## src/rtl/rv32_decode_queue_stage_pkg.sv

```systemverilog
// Shared types for the queued decode stage: control bundle,
// decode/exec buffer, queue entry and the bubble helper.
package rv32_decode_queue_stage_pkg;

  localparam int CORE_RF_NUM_READ   = 3;
  localparam int DECQ_DEPTH_DEFAULT = 4;
  localparam logic [31:0] RV_NOP    = 32'h0000_0013;

  typedef enum logic [1:0] {
    BYP_NONE, BYP_EX, BYP_MEM, BYP_WB
  } bypass_t;

  typedef enum logic [1:0] {
    WB_ALU, WB_MEM, WB_PC4, WB_CSR
  } wb_src_t;

  typedef struct packed {
    logic    is_bubble;
    logic    reg_write;
    wb_src_t wb_result_src;
    logic    mem_read;
    logic    mem_write;
    logic    branch;
    logic    jump;
    logic    alu_src;
    logic [2:0] alu_op;
    bypass_t [CORE_RF_NUM_READ-1:0] bypass_rs;
  } rv_control_t;

  typedef struct packed {
    logic [31:0] pc;
    logic [31:0] instr;
    rv_control_t control;
    logic [CORE_RF_NUM_READ-1:0][31:0] reg_data;
  } decode_exec_buffer_t;

  typedef struct packed {
    logic [31:0] pc;
    logic [31:0] instr;
    logic        bubble;
  } decq_entry_t;

  function automatic rv_control_t create_bubble_ctrl();
    rv_control_t c;
    c = '0;
    c.is_bubble = 1'b1;
    return c;
  endfunction

endpackage

```

## src/rtl/rv32_decode_queue_stage_if.sv

```systemverilog
// Fetch -> decode-queue handshake: valid/ready plus {pc, instr, bubble}.
// master = fetch side, slave = decode queue side.
interface rv32_decode_queue_stage_if;
  logic        valid;
  logic        ready;
  logic [31:0] pc;
  logic [31:0] instr;
  logic        bubble;

  modport master (
    output valid, pc, instr, bubble,
    input  ready
  );

  modport slave (
    input  valid, pc, instr, bubble,
    output ready
  );
endinterface

```

## src/rtl/rv32_decoder.sv

```systemverilog
// RV32I opcode decoder: instruction word -> control bundle and rs usage.
// Ports: i_instr in, o_control / o_use_rs out (bypass_rs left zero).
module rv32_decoder
  import rv32_decode_queue_stage_pkg::*;
(
  input  logic [31:0]                 i_instr,
  output rv_control_t                 o_control,
  output logic [CORE_RF_NUM_READ-1:0] o_use_rs
);
  logic [6:0] w_op;
  logic [2:0] w_f3;
  logic       w_unused;

  assign w_op     = i_instr[6:0];
  assign w_f3     = i_instr[14:12];
  assign w_unused = ^{i_instr[31:15], i_instr[11:7]};

  always_comb begin
    o_control        = '0;
    o_use_rs         = '0;
    o_control.alu_op = w_f3;
    unique case (1'b1)
      w_op == 7'h13: begin
        o_control.reg_write = 1'b1;
        o_control.alu_src   = 1'b1;
        o_use_rs[0]         = 1'b1;
      end
      w_op == 7'h33: begin
        o_control.reg_write = 1'b1;
        o_use_rs[1:0]       = 2'b11;
      end
      w_op == 7'h03: begin
        o_control.reg_write     = 1'b1;
        o_control.mem_read      = 1'b1;
        o_control.alu_src       = 1'b1;
        o_control.wb_result_src = WB_MEM;
        o_use_rs[0]             = 1'b1;
      end
      w_op == 7'h23: begin
        o_control.mem_write = 1'b1;
        o_control.alu_src   = 1'b1;
        o_use_rs[1:0]       = 2'b11;
      end
      w_op == 7'h63: begin
        o_control.branch = 1'b1;
        o_use_rs[1:0]    = 2'b11;
      end
      w_op == 7'h6f: begin
        o_control.jump          = 1'b1;
        o_control.reg_write     = 1'b1;
        o_control.wb_result_src = WB_PC4;
      end
      w_op == 7'h67: begin
        o_control.jump          = 1'b1;
        o_control.reg_write     = 1'b1;
        o_control.wb_result_src = WB_PC4;
        o_use_rs[0]             = 1'b1;
      end
      w_op == 7'h37, w_op == 7'h17: begin
        o_control.reg_write = 1'b1;
        o_control.alu_src   = 1'b1;
      end
      w_op == 7'h73 && w_f3 != 3'd0: begin
        o_control.reg_write     = 1'b1;
        o_control.wb_result_src = WB_CSR;
        o_use_rs[0]             = ~w_f3[2];
      end
      default: ;
    endcase
  end
endmodule

```

## src/rtl/rv32_instr_queue.sv

```systemverilog
// Generic circular FIFO with flush, occupancy count and push/pop.
// Ports: clk, reset, i_flush, i_push, i_pop, i_data, o_data(head), o_count, o_full, o_empty.
module rv32_instr_queue #(
  parameter int DEPTH = 4,
  parameter int W     = 65
) (
  input  logic                       clk,
  input  logic                       reset,
  input  logic                       i_flush,
  input  logic                       i_push,
  input  logic                       i_pop,
  input  logic [W-1:0]               i_data,
  output logic [W-1:0]               o_data,
  output logic [$clog2(DEPTH):0]     o_count,
  output logic                       o_full,
  output logic                       o_empty
);
  localparam int AW = $clog2(DEPTH);

  logic [W-1:0]  r_mem [DEPTH];
  logic [AW-1:0] r_rd;
  logic [AW-1:0] r_wr;
  logic [AW:0]   r_count;

  always_ff @(posedge clk) begin
    if (reset || i_flush) begin
      r_rd    <= '0;
      r_wr    <= '0;
      r_count <= '0;
    end else begin
      if (i_push) r_wr <= r_wr + 1'b1;
      if (i_pop)  r_rd <= r_rd + 1'b1;
      unique case ({i_push, i_pop})
        2'b10:   r_count <= r_count + 1'b1;
        2'b01:   r_count <= r_count - 1'b1;
        default: ;
      endcase
    end
  end

  always_ff @(posedge clk) begin
    if (i_push) r_mem[r_wr] <= i_data;
  end

  assign o_data  = r_mem[r_rd];
  assign o_count = r_count;
  assign o_full  = (r_count == (AW+1)'(DEPTH));
  assign o_empty = (r_count == '0);
endmodule

```

## src/rtl/rv32_decode_queue_stage.sv

```systemverilog
// Decode stage with a DEPTH-entry instruction queue in front of it.
// Ports: clk, reset, fetch (slave handshake), i_flush/i_flush_pc,
// i_stop, i_hazard_stall, i_bypass_rs, i_reg_data, i_csr_data in;
// o_head_instr/_use_rs/_control, o_decode_exec_buff, o_queue_count out.
// RV32_DECQ_BYPASS_EN: decode an empty-queue fetch entry directly.
module rv32_decode_queue_stage
  import rv32_decode_queue_stage_pkg::*;
#(
  parameter int DEPTH    = DECQ_DEPTH_DEFAULT,
  parameter int NUM_READ = CORE_RF_NUM_READ,
  parameter int CSR_SLOT = 2
) (
  input  logic                         clk,
  input  logic                         reset,
  rv32_decode_queue_stage_if.slave     fetch,
  input  logic                         i_flush,
  input  logic [31:0]                  i_flush_pc,
  input  logic                         i_stop,
  input  logic                         i_hazard_stall,
  input  bypass_t [NUM_READ-1:0]       i_bypass_rs,
  output logic [31:0]                  o_head_instr,
  output logic [NUM_READ-1:0]          o_head_use_rs,
  output rv_control_t                  o_head_control,
  input  logic [NUM_READ-1:0][31:0]    i_reg_data,
  input  logic [31:0]                  i_csr_data,
  output decode_exec_buffer_t          o_decode_exec_buff,
  output logic [$clog2(DEPTH):0]       o_queue_count
);
  decq_entry_t         w_fe;
  decq_entry_t         w_head;
  decq_entry_t         w_src;
  logic                w_full;
  logic                w_empty;
  logic                w_byp;
  logic                w_have;
  logic                w_issue;
  logic                w_push;
  logic                w_pop;
  rv_control_t         w_dec_ctrl;
  logic [NUM_READ-1:0][31:0] w_rd;
  decode_exec_buffer_t w_next;
  decode_exec_buffer_t r_buff;

  assign w_fe.pc     = fetch.pc;
  assign w_fe.instr  = fetch.instr;
  assign w_fe.bubble = fetch.bubble;

  rv32_instr_queue #(
    .DEPTH (DEPTH),
    .W     ($bits(decq_entry_t))
  ) u_queue (
    .clk     (clk),
    .reset   (reset),
    .i_flush (i_flush),
    .i_push  (w_push),
    .i_pop   (w_pop),
    .i_data  (w_fe),
    .o_data  (w_head),
    .o_count (o_queue_count),
    .o_full  (w_full),
    .o_empty (w_empty)
  );

  // Ready is a function of occupancy only.
  assign fetch.ready = ~w_full;

`ifdef RV32_DECQ_BYPASS_EN
  assign w_byp = w_empty & fetch.valid & ~i_flush;
`else
  assign w_byp = 1'b0;
`endif

  assign w_src   = w_byp ? w_fe : w_head;
  assign w_have  = ~w_empty | w_byp;
  assign w_issue = w_have & ~i_hazard_stall
                 & ~i_stop & ~i_flush;
  assign w_pop   = ~w_empty & w_issue;
  // A bypassed entry that issues never enters the queue.
  assign w_push  = fetch.valid & fetch.ready
                 & ~i_flush & ~(w_byp & w_issue);

  assign o_head_instr = (~w_have | w_src.bubble)
                      ? RV_NOP : w_src.instr;

  rv32_decoder u_dec (
    .i_instr   (o_head_instr),
    .o_control (w_dec_ctrl),
    .o_use_rs  (o_head_use_rs)
  );

  always_comb begin
    o_head_control           = w_dec_ctrl;
    o_head_control.bypass_rs = i_bypass_rs;
  end

  always_comb begin
    w_rd = i_reg_data;
    if (o_head_control.wb_result_src == WB_CSR)
      w_rd[CSR_SLOT] = i_csr_data;
  end

  always_comb begin
    w_next         = '0;
    w_next.instr   = RV_NOP;
    w_next.control = create_bubble_ctrl();
    w_next.pc      = w_have ? w_src.pc : r_buff.pc;
    unique case (1'b1)
      i_flush: w_next.pc = i_flush_pc;
      w_issue: begin
        w_next.pc       = w_src.pc;
        w_next.instr    = o_head_instr;
        w_next.control  = o_head_control;
        w_next.reg_data = w_rd;
      end
      default: ;
    endcase
  end

  always_ff @(posedge clk) begin
    if (reset) begin
      r_buff.pc       <= '0;
      r_buff.instr    <= RV_NOP;
      r_buff.control  <= create_bubble_ctrl();
      r_buff.reg_data <= '0;
    end else if (!i_stop) begin
      r_buff <= w_next;
    end
  end

  assign o_decode_exec_buff = r_buff;
endmodule

```

## src/flat_wrapper.sv

```systemverilog
// flat-port wrapper written by rule: the top's interface ports become plain ports
module rv32_decode_queue_stage_flat import rv32_decode_queue_stage_pkg::*;
#(
  parameter int DEPTH    = DECQ_DEPTH_DEFAULT,
  parameter int NUM_READ = CORE_RF_NUM_READ,
  parameter int CSR_SLOT = 2
)
  (clk, reset, i_flush, i_flush_pc, i_stop, i_hazard_stall, i_bypass_rs, o_head_instr, o_head_use_rs, o_head_control, i_reg_data, i_csr_data, o_decode_exec_buff, o_queue_count, fetch_valid, fetch_pc, fetch_instr, fetch_bubble, fetch_ready);
  rv32_decode_queue_stage_if fetch_i ();
  input  logic clk;
  input  logic reset;
  input  logic i_flush;
  input  logic [31:0] i_flush_pc;
  input  logic i_stop;
  input  logic i_hazard_stall;
  input  bypass_t [NUM_READ-1:0] i_bypass_rs;
  output logic [31:0] o_head_instr;
  output logic [NUM_READ-1:0] o_head_use_rs;
  output rv_control_t o_head_control;
  input  logic [NUM_READ-1:0][31:0] i_reg_data;
  input  logic [31:0] i_csr_data;
  output decode_exec_buffer_t o_decode_exec_buff;
  output logic [$clog2(DEPTH):0] o_queue_count;
  input wire logic [$bits(fetch_i.valid)-1:0] fetch_valid;
  input wire logic [$bits(fetch_i.pc)-1:0] fetch_pc;
  input wire logic [$bits(fetch_i.instr)-1:0] fetch_instr;
  input wire logic [$bits(fetch_i.bubble)-1:0] fetch_bubble;
  output wire logic [$bits(fetch_i.ready)-1:0] fetch_ready;
  assign fetch_i.valid = fetch_valid;
  assign fetch_i.pc = fetch_pc;
  assign fetch_i.instr = fetch_instr;
  assign fetch_i.bubble = fetch_bubble;
  assign fetch_ready = fetch_i.ready;
  rv32_decode_queue_stage #(.DEPTH(DEPTH), .NUM_READ(NUM_READ), .CSR_SLOT(CSR_SLOT)) u_core (.clk(clk), .reset(reset), .fetch(fetch_i), .i_flush(i_flush), .i_flush_pc(i_flush_pc), .i_stop(i_stop), .i_hazard_stall(i_hazard_stall), .i_bypass_rs(i_bypass_rs), .o_head_instr(o_head_instr), .o_head_use_rs(o_head_use_rs), .o_head_control(o_head_control), .i_reg_data(i_reg_data), .i_csr_data(i_csr_data), .o_decode_exec_buff(o_decode_exec_buff), .o_queue_count(o_queue_count));
endmodule
```

## config.mk

```make
export PLATFORM = sky130hd
export DESIGN_NAME = rv32_decode_queue_stage_flat
export DESIGN_NICKNAME = d
export VERILOG_FILES = /design/src/rtl/rv32_decode_queue_stage_pkg.sv /design/src/rtl/rv32_decode_queue_stage_if.sv /design/src/rtl/rv32_decoder.sv /design/src/rtl/rv32_instr_queue.sv /design/src/rtl/rv32_decode_queue_stage.sv /design/src/flat_wrapper.sv
export SDC_FILE = /design/constraint.sdc
export NUM_CORES = 1
export LEC_CHECK = 0
export CAP_MARGIN = 40
export CORE_MARGIN = 1
export CORE_UTILIZATION = 48
export DETAILED_ROUTE_END_ITERATION = 6
export GPL_TIMING_DRIVEN = 0
export HOLD_SLACK_MARGIN = 0.03
export PLACE_DENSITY = 0.88
export REMOVE_ABC_BUFFERS = 1
export SLEW_MARGIN = 10
export SYNTH_ARGS = -nofsm -noshare
export SYNTH_HDL_FRONTEND = slang
export SYNTH_SLANG_ARGS = --single-unit
```

## constraint.sdc

```tcl
create_clock -name clk -period 4.3 [get_ports clk]
set_input_delay 0.43 -clock clk [delete_from_list [all_inputs] [get_ports clk]]
set_output_delay 0.43 -clock clk [all_outputs]
set_load 0.01 [all_outputs]
```

==> impl_metrics.json <==
{
  "max-slew-margin-rel_pct": 42.9,
  "cp-end-kind": "output pin",
  "slowest_stage": "mux4_1",
  "syn-mean-instance-area_um2": 14.3,
  "clkTransAtPathRegs_ns": 0.06,
  "avgRoutedWirePerCell_um": 21.9,
  "clkLatencyLatePin_ns": 0.54,
  "portBuffers": 469,
  "async_reset_ff_share_pct": 0,
  "ys_types": 49,
  "nNetsFinal": 1844,
  "core_mm2": 0.0339,
  "synth_top_area_share_pct": 46.8,
  "grt_pass1_vias": 11800,
  "cp_cell_sequence": "buf_16 > mux4_1 > or3_1 > nor3_2 > inv_1 > o221ai_1 > clkdlybuf4s50_1",
  "setup_viol_count_final": 0,
  "wl_um": 45700,
  "finClkSkew_ns": 0.0252,
  "yosysSeqAreaShare_pct": 68.9,
  "hp-class": "in2reg",
  "cts_buffer_depth": 3,
  "die_y_um": 188,
  "final-hold-violation-count": 0,
  "ir_worst_vdd_mv": 0.338,
  "ant_nets": 0,
  "slew_viol_final": 0,
  "maxCapViolCount": 0,
  "post_cts_resize_count": 0,
  "synth_warnings": 0,
  "antenna_found_initial": 5,
  "vias": 11600,
  "syn2layout_area_growth_pct": 39.4,
  "fin_crit_ns": 4.08,
  "gp_congestion": 0.851,
  "yosysTopAreaCell": "edfxtp_1",
  "first_pass_iters": 5,
  "path_class": "reg2out",
  "hpwl_um": 31100,
  "ios": 472,
  "drc": 0,
  "cts_max_level": 2,
  "viasPerCell": 5.56,
  "synth_edf_count": 260,
  "worst_ep_required_time_ns": 3.87,
  "netlist_top_cells_area": "edfxtp_1 47%, dfxtp_1 22%, mux4_2 8.6%",
  "cts_sinks": 444,
  "place_ws_ns": 0.186,
  "rr_worst_depth": 10,
  "grt_overflow": 0,
  "crit_cells": 7,
  "p_total_w": 0.00891,
  "numCtsBuffers": 45,
  "ys_ff_latch": 444,
  "tightest_slew_ns": 0.854,
  "path_max_fanout": 32,
  "grt_pass1_wl_um": 68900,
  "die_w_um": 188,
  "rsz0062_at_grt": "no",
  "grt_max_degree": 87,
  "drt-initial-drc-count": 687,
  "cts_root_buf": "clkbuf_16",
  "grt_usage_pct": 25.4,
  "cts_tree": "built",
  "critPathMaxStageDelay_ns": 0.74,
  "setup_ws_ns": 0.218,
  "p_per_area_mw_per_mm2": 384,
  "start_util_pct": 49.2,
  "synthFlopType": "edfxtp_1",
  "fin_crit_sh_pct": 94.9,
  "power.leakage_nw": 7.91,
  "cp.arrival_ns": 3.65,
  "cp-start-kind": "flop",
  "cp.buffers_inverters": 3,
  "core.rowCount": 67,
  "fmax_mhz": 245,
  "status": "finished, final reports clean",
  "syn_area_mm2": 0.0167,
  "syn-instance-count": 1162,
  "path_delay_family": "buffers and inverters",
  "die_area_mm2": 0.0355,
  "layout-drive-gt1-share_pct": 10.1,
  "hold_depth": 2
}
## per-stage QoR
step / instances / area (um2) / util [%] / hold slack (ns) / TNS (ns)
after floorplan: 1067 / 16200 / - / 0.469 / -105.10
after global placement: 1984 / 21400 / 63.3 / 0.438 / -942.90
after detailed placement: 2000 / 21800 / 64.3 / 0.441 / 0
after CTS: 2084 / 23200 / 68.6 / 0.301 / 0
after global routing: 2087 / 23200 / 68.6 / 0.339 / 0
final: 2088 / 23200 / 68.6 / 0.357 / 0
## cell type report
type	count	area [um2]
Clock buffer	65	1270
Timing Repair Buffer	487	5030
Fill cell	2231	10600
Multi-Input combinational cell	611	4670
Sequential cell	444	11500
Tap cell	448	561
Inverter	12	47.5
Clock inverter	17	139
Antenna cell	4	10.0
## report_power, final
group / internal [W] / leakage [nW] / total [W] / switching (W)
combinational: 0.000331 / 3.37 / 0.000592 / 0.000260
sequential: 0.00457 / 3.85 / 0.00459 / 0.0000259
clock: 0.00218 / 0.694 / 0.00373 / 0.00155
## flip-flops by register name, summed over array words and instances (netlist names), named ones only
signal and flops:
u_core.o_decode_exec_buff 175, u_core.u_queue.r_mem 260, u_core.u_queue.r_wr 2, u_core.u_queue.o_count 3, u_core.u_queue.r_rd 2
## cells in the mapped netlist, types with 2 or more instances
cell type,n
edfxtp_1,260
dfxtp_1,184
nor2_1,146
nand2_1,105
a22oi_1,101
clkbuf_1,66
mux4_2,64
a311oi_1,32
mux2i_1,32
o21ai_1,30
nor2b_1,28
buf_4,14
inv_1,10
buf_2,9
nand2b_1,8
a21oi_1,7
ha_1,5
o21ai_0,5
or3_1,5
a22o_1,4
and2_1,4
buf_12,3
buf_6,3
nand3_1,3
o22ai_1,3
xor2_1,3
and3_1,2
nor3_1,2
nor3_2,2
or2_2,2
xnor2_1,2
## worst paths after layout
| check | start | to | slack, ns |
|---|---|---|---|
| worst max-delay path | flop | o_head_use_rs[0] | 0.22 |
| worst min-delay path | reset | u_core.o_decode_exec_buff[131]$_SDFFE_PP0N_ | 0.36 |
| worst max register to register | flop | u_core.o_decode_exec_buff[94]$_SDFFE_PP0N_ | 1.28 |
| worst min register to register | u_core.o_decode_exec_buff[84]$_SDFFE_PP0N_ | u_core.o_decode_exec_buff[84]$_SDFFE_PP0N_ | 0.45 |
## what timing repair did
| item | 4_1_cts | 5_1_grt |
|---|---|---|
| hold buffers | 0 | 0 |
| setup buffers | 2 | 0 |
| setup endpoints to repair | 10 | 0 |
## layout by cell type (no fill, tap or decap), drive strengths merged, types with 7 or more instances in the layout
master / synthesis / layout
nor2: 146 / 146
inv: 11 / 13
a21oi: 7 / 7
mux2i: 32 / 32
nand2b: 8 / 8
a22oi: 101 / 101
nand2: 105 / 105
clkinv: 1 / 13
clkdlybuf4s50: 0 / 466
buf: 30 / 21
edfxtp: 260 / 260
clkbuf: 66 / 65
dfxtp: 184 / 184
nor2b: 28 / 28
a311oi: 33 / 33
o21ai: 35 / 35
mux4: 65 / 65
## worst register-to-register path, cell delays in order, from the launching register on
cell	delay, ns
dfxtp_4	0.37
buf_16	0.25
mux4_2	0.59
or2_2	0.35
buf_12	0.19
nand4b_1	0.25
buf_6	0.21
buf_8	0.17
buf_6	0.17
mux2i_1	0.23
o21ai_1	0.08
## routing by layer
layer  vias to the layer above  share of wire [%]  GRT usage, %
li1                       5223                  -             -
met1                      5732                 37          30.6
met2                       548                 50          43.5
met3                       106                8.3          5.85
met4                         2                4.3          11.4
met5                         -              0.024             0
## cell families after synthesis
| group | Yosys count | synth area share (%) |
|---|---|---|
| muxes | 97 | 10.7 |
| buffers and inverters | 108 | 3.24 |
| adders and majority gates | 6 | 0.495 |
| DFF | 444 | 68.9 |
| other | 1 | 0.0225 |
| AOI/OAI and AO/OA | 188 | 8.15 |
| xor gates and xnor gates | 5 | 0.263 |
| and+or+nand+nor | 313 | 8.16 |
No activity file was read; power rests on OpenSTA's default activity.
